File: src/rtl/apb_arb_pkg.sv
// Shared types and helpers for the APB master arbiter.
package apb_arb_pkg;

  typedef enum logic [1:0] {
    IDLE,
    SETUP,
    ACCESS
  } state_t;

  // Owner-id width for n requesters, never less than one bit.
  function automatic int unsigned id_width(input int unsigned n);
    return (n > 1) ? $clog2(n) : 1;
  endfunction

endpackage

File: src/rtl/apb_master_arbiter_rr_arbiter.sv
// Combinational round-robin pick: first set request at or after ptr, wrapping.
module rr_arbiter
  import apb_arb_pkg::*;
#(
  parameter int unsigned N  = 4,
  parameter int unsigned IW = id_width(N)
) (
  input  logic [N-1:0]  req,
  input  logic [IW-1:0] ptr,
  output logic [N-1:0]  gnt,
  output logic [IW-1:0] idx
);

  logic [N-1:0] rot;
  logic         found;

  always_comb begin
    // rot[i] is the request at position (ptr + i) mod N.
    rot   = N'({req, req} >> ptr);
    gnt   = '0;
    idx   = '0;
    found = 1'b0;
    for (int unsigned i = 0; i < N; i++) begin
      if (!found && rot[i]) begin
        found = 1'b1;
        idx   = IW'((32'(ptr) + i) % N);
        gnt   = N'(1) << idx;
      end
    end
  end

endmodule

File: src/rtl/apb_master_arbiter.sv
// Round-robin sharing of one APB master port between NUM_REQ requesters,
// with SETUP/ACCESS sequencing, optional pready watchdog and per-owner response.
module apb_master_arbiter
  import apb_arb_pkg::*;
#(
  parameter int unsigned NUM_REQ    = 4,
  parameter int unsigned ADDR_WIDTH = 8,
  parameter int unsigned WIDTH      = 32,
  parameter int unsigned TIMEOUT    = 16
) (
  input  logic                          pclk_i,
  input  logic                          preset_i,
  input  logic [NUM_REQ-1:0]            req_valid_i,
  output logic [NUM_REQ-1:0]            req_ready_o,
  input  logic [NUM_REQ-1:0]            req_write_i,
  input  logic [NUM_REQ*ADDR_WIDTH-1:0] req_addr_i,
  input  logic [NUM_REQ*WIDTH-1:0]      req_wdata_i,
  output logic [NUM_REQ-1:0]            rsp_valid_o,
  output logic [WIDTH-1:0]              rsp_rdata_o,
  output logic                          rsp_err_o,
  output logic                          psel_o,
  output logic                          penable_o,
  output logic                          pwrite_o,
  output logic [ADDR_WIDTH-1:0]         paddr_o,
  output logic [WIDTH-1:0]              pwdata_o,
  input  logic [WIDTH-1:0]              prdata_i,
  input  logic                          pready_i,
  input  logic                          pslverr_i
);

  localparam int unsigned IW = id_width(NUM_REQ);
  localparam int unsigned TW = (TIMEOUT > 1) ? $clog2(TIMEOUT) : 1;

  state_t                  state, state_nx;
  logic [NUM_REQ-1:0]      gnt;
  logic [IW-1:0]           gnt_idx, ptr, owner;
  logic                    write_q;
  logic [ADDR_WIDTH-1:0]   addr_q;
  logic [WIDTH-1:0]        wdata_q;
  logic [TW-1:0]           tcnt;
  logic                    psel_q, penable_q, psel_d, penable_d;
  logic                    accept, done, timeout_hit;

  rr_arbiter #(
    .N  (NUM_REQ),
    .IW (IW)
  ) u_rr (
    .req (req_valid_i),
    .ptr (ptr),
    .gnt (gnt),
    .idx (gnt_idx)
  );

  assign timeout_hit = (TIMEOUT != 0) && !pready_i && (32'(tcnt) == TIMEOUT - 1);
  assign accept      = (state == IDLE) && (|req_valid_i);
  assign done        = (state == ACCESS) && (pready_i || timeout_hit);

  always_ff @(posedge pclk_i or posedge preset_i) begin
    if (preset_i) state <= IDLE;
    else          state <= state_nx;
  end

  always_comb begin
    state_nx = state;
    case (state)
      IDLE:    if (|req_valid_i) state_nx = SETUP;
      SETUP:   state_nx = ACCESS;
      ACCESS:  if (pready_i || timeout_hit) state_nx = IDLE;
      default: state_nx = IDLE;
    endcase
  end

  // Grant is masked during reset so all outputs read 0 while preset_i is high.
  always_comb begin
    req_ready_o = '0;
    if (state == IDLE && !preset_i) req_ready_o = gnt;
    psel_d    = (state_nx != IDLE);
    penable_d = (state_nx == ACCESS);
  end

  always_ff @(posedge pclk_i or posedge preset_i) begin
    if (preset_i) begin
      psel_q      <= 1'b0;
      penable_q   <= 1'b0;
      write_q     <= 1'b0;
      addr_q      <= '0;
      wdata_q     <= '0;
      owner       <= '0;
      ptr         <= '0;
      tcnt        <= '0;
      rsp_valid_o <= '0;
      rsp_rdata_o <= '0;
      rsp_err_o   <= 1'b0;
    end else begin
      psel_q      <= psel_d;
      penable_q   <= penable_d;
      rsp_valid_o <= '0;
      rsp_rdata_o <= '0;
      rsp_err_o   <= 1'b0;
      if (accept) begin
        write_q <= req_write_i[gnt_idx];
        addr_q  <= req_addr_i[gnt_idx*ADDR_WIDTH +: ADDR_WIDTH];
        wdata_q <= req_wdata_i[gnt_idx*WIDTH +: WIDTH];
        owner   <= gnt_idx;
      end
      if (state == ACCESS) tcnt <= done ? '0 : tcnt + 1'b1;
      if (done) begin
        rsp_valid_o <= NUM_REQ'(1) << owner;
        rsp_err_o   <= pready_i ? pslverr_i : 1'b1;
        rsp_rdata_o <= (pready_i && !write_q) ? prdata_i : '0;
        ptr         <= (32'(owner) + 1 == NUM_REQ) ? '0 : owner + 1'b1;
      end
    end
  end

  assign psel_o    = psel_q;
  assign penable_o = penable_q;
  assign pwrite_o  = write_q;
  assign paddr_o   = addr_q;
  assign pwdata_o  = wdata_q;

endmodule

File: config.mk
export PLATFORM = sky130hd
export DESIGN_NAME = apb_master_arbiter
export DESIGN_NICKNAME = d
export VERILOG_FILES = /design/src/rtl/apb_arb_pkg.sv /design/src/rtl/apb_master_arbiter_rr_arbiter.sv /design/src/rtl/apb_master_arbiter.sv
export SDC_FILE = /design/constraint.sdc
export NUM_CORES = 1
export LEC_CHECK = 0
export CORE_MARGIN = 4
export CORE_UTILIZATION = 39
export CTS_CLUSTER_DIAMETER = 60
export DETAILED_ROUTE_END_ITERATION = 6
export GPL_ROUTABILITY_DRIVEN = 0
export HOLD_SLACK_MARGIN = 0.03
export PLACE_DENSITY_LB_ADDON = 0.1
export SETUP_SLACK_MARGIN = 0.4
export SLEW_MARGIN = 20
export SYNTH_ARGS = -nofsm -noshare
export SYNTH_HDL_FRONTEND = slang
export SYNTH_SLANG_ARGS = --single-unit
File: constraint.sdc
create_clock -name pclk_i -period 6 [get_ports pclk_i]
set_clock_uncertainty 0.15 [all_clocks]
set_input_delay 1.5 -clock pclk_i [delete_from_list [all_inputs] [get_ports pclk_i]]
set_output_delay 1.5 -clock pclk_i [all_outputs]
set_load 0.03 [all_outputs]
==> results.toml, run 1 <==
[power]
seqPwrFrac_pct = 25.5
ir_drop_uv = 244.1
comb_power_share_pct = 57.4
cellLeakagePower_uw = 0.003642
power_density_nw_per_um2 = 440.4
pwr-share-clk_pct = 17.1
p_int_uw = 2132
p_total_uw = 3684
swShare_pct = 42.12
power.switching_uw = 1552

[yosys]
syn-mean-instance-area_um2 = 10.57
syn-num-nets = 690
synthCells = 474
synth_area_um2 = 5011
synth_compound_area_share_pct = 13.98
synthMuxAreaShare_pct = 16.85
synth_top_cell_area_share_pct = 44.94
synthSimpleGateAreaFrac_pct = 16.38
yosys.cell_types.count = 45
synth_xor_area_share_pct = 0
synth_top_area_cell = "dfrtp_1"
ys_warn_count = 0
ys_ff_latch = 90
yosys-top-cells-area = "dfrtp_1 45%, mux2i_1 16%, a221o_1 8.0%"
synthAdderAreaFrac_pct = 2.996
synth_top_family_by_area = "multiplexers"
ys_seq_area_share_pct = 44.94

[route]
vias = 4701
drt-total-wl_um = 15980
vias_per_cell = 5.110
drc = 0
drt_iter0_markers = 340
wl_per_cell_um = 17.37
drtPass1Iterations = 4
ant_nets = 0

[hold_path]
min_path_type = "register to register"

[sta]
worst_slew_pin_slew_ps = 643.1
clock.fmax_ghz = 0.1917
tns_ps = 0
hold_viol_final = 0
post-route-period-util_pct = 86.96
max-slew-margin-rel_pct = 57.06
slew_viol_final = 0
final.min_clock_period_ps = 5217
rsz0062_at_grt = "no"
setup_violations = 0

[clock_tree]
clk-insertion-delay-late_ps = 340
postCtsSetupRepairBufs = 0
numCtsBuffers = 9
root_buffer = "clkbuf_16"
cts_tree = "done"
clkTransAtPathRegs_ps = 60
cts_buffer_depth = 2
ctsHoldBuffers = 0
cts.sinks = 90
h-tree-depth = 3

[layout]
nets = 959
antenna_cells = 0
mostFrequentLayoutCell = "clkdlybuf4s50_1"
syn2layout_area_growth_pct = 66.94
layout_common_cells = "283 x clkdlybuf4s50_1, 90 x dfrtp_1, 81 x mux2i_1, 47 x nor2_1, 43 x nor3_1"
drive_gt1_share_pct = 5.080

[worst_setup_path]
worst_ep_arrival_time_ps = 3570
crit_start = "req_valid_i[2]"
reg2reg_to = "pwdata_o[14]"
worstReg2RegStart = "ptr[0]"
reg2reg_slack_ps = 2720
critPathLaunchType = "primary input"
cp_max_fo = 4
crit_path_end = "req_ready_o[0]"
cp-end-kind = "primary output"
ff2ff_path_depth = 8
cp_data_required_time_ps = 4350
crit_type = "primary input to primary output"

[floorplanning]
fp-row-count = 41
pin_count = 288
die_h_um = 121.4
die_area_um2 = 14730
coreArea_um2 = 12620
die_width_um = 121.4
start_util_pct = 39.71

[status]
status = "finished, final reports clean"

[global_route]
antenna_found_initial = 0
grt_pass1_wl_um = 24010
first_global_vias = 4677
grt_max_degree = 127
grtUsageTotal_pct = 20.91
grt_overflow = 0

[place]
dp_hpwl_um = 12380
numPortBuffers = 287

[job]
drv_cap = 0
## sequential cells by signal, summed over array words and instances, names as in the netlist, 2 cells and up
signal       count
owner            2
ptr              2
rsp_rdata_o     32
rsp_valid_o      4
pwdata_o        32
tcnt             4
state            2
paddr_o          8
## per-layer routing
layer | wire length [um] | vias to the layer above | share of wire [%] | track usage, %
met1 | 5807 | 2212 | 36 | 23.28
li1 | - | 2270 | - | -
met5 | 0 | - | 0 | 0
met2 | 8506 | 190 | 53 | 37.27
met3 | 1295 | 29 | 8.1 | 6.900
met4 | 366 | 0 | 2.3 | 7.213
## critical path: stages
cell and delay (ps):
clkdlybuf4s50_1 560, nor3b_2 300, nor2b_1 190, a311oi_1 60, a21oi_1 320, a222oi_1 190
a21oi_1 140, dlymetal6s2s_1 300
## what timing repair did
action	CTS	global route
resized for setup	1	4
endpoints found under the setup margin	4	4
hold endpoints to repair	0	0
## layout make-up
| type | count | area, um2 |
|---|---|---|
| clock buffers | 10 | 239.0 |
| clock inverters | 6 | 95.09 |
| fillers | 1056 | 4254 |
| inverters | 9 | 37.54 |
| multi-input cells | 336 | 2531 |
| flip-flops and latches | 90 | 2252 |
| well taps | 172 | 215.2 |
| repair buffers | 297 | 2995 |
## cell families (layout without fill, tap and decap cells)
group	after synthesis	in the layout
and+or+nand+nor	165	165
DFF	90	90
muxes	83	83
AOI/OAI and AO/OA	76	76
buffers and inverters	48	322
adders and majority gates	12	12
## per-stage QoR
step | cell area [um2] | instances | hold WS [ps] | util (%) | worst slack (ps)
3_3_place_gp | 8016 | 904 | 324.5 | 63.52 | 461.8
3_5_place_dp | 8016 | 904 | 333.4 | 63.52 | 322.3
5_1_grt | 8366 | 920 | 368.3 | 66.29 | 693.1
2_1_floorplan | 5015 | 474 | 301.5 | - | 1016
6_report | 8366 | 920 | 348.4 | 66.29 | 782.6
4_1_cts | 8356 | 920 | 343.4 | 66.21 | 437.1
## cell usage after synthesis, drive strengths merged
| cell type | instances |
|---|---|
| a2111o | 1 |
| a211o | 2 |
| a21o | 1 |
| a21oi | 8 |
| a221o | 40 |
| a222oi | 4 |
| a311oi | 1 |
| a31oi | 1 |
| a32o | 1 |
| a32oi | 1 |
| and2 | 36 |
| and3b | 1 |
| buf | 23 |
| clkbuf | 16 |
| clkinv | 1 |
| dfrtp | 90 |
| ha | 12 |
| inv | 8 |
| mux2 | 1 |
| mux2i | 81 |
| mux4 | 1 |
| nand2 | 18 |
| nand2b | 4 |
| nand3 | 3 |
| nand3b | 1 |
| nand4 | 1 |
| nor2 | 47 |
| nor2b | 6 |
| nor3 | 44 |
| nor3b | 3 |
| o211ai | 3 |
| o21ai | 8 |
| o21bai | 1 |
| o2bb2ai | 1 |
| o311ai | 1 |
| o31ai | 1 |
| o41ai | 1 |
| or3b | 1 |
## power by group through the flow
| stage | logic [uW] | clock network (uW) | registers [uW] |
|---|---|---|---|
| after CTS | 2140 | 643 | 941 |
| final | 2110 | 628 | 941 |
| after global placement | 2090 | 0 | 941 |
| after global routing | 2270 | 670 | 969 |
| after floorplan | 1110 | 0 | 1250 |
| after detailed placement | 2130 | 0 | 943 |
## worst min-delay path by stage
stage	cells past startpoint	slack [ps]	start	end
final	1	350	tcnt[3]	tcnt[3]
after floorplan	1	300	tcnt[3]	tcnt[3]
after global placement	1	320	tcnt[3]	tcnt[3]
after detailed placement	1	330	tcnt[3]	tcnt[3]
after CTS	1	340	tcnt[3]	tcnt[3]
after global routing	1	370	pwdata_o[26]	pwdata_o[26]
Power figures use the tool's default switching activity.
==> run 2: changes to the inputs <==
--- a/config.mk
+++ b/config.mk
@@ -5,6 +5,7 @@
 export SDC_FILE = /design/constraint.sdc
 export NUM_CORES = 1
 export LEC_CHECK = 0
+export CAP_MARGIN = 20
 export CORE_MARGIN = 4
 export CORE_UTILIZATION = 39
 export CTS_CLUSTER_DIAMETER = 60
==> results of run 2 <==
The final DEF is identical to that of run 1; final timing and power are the same.
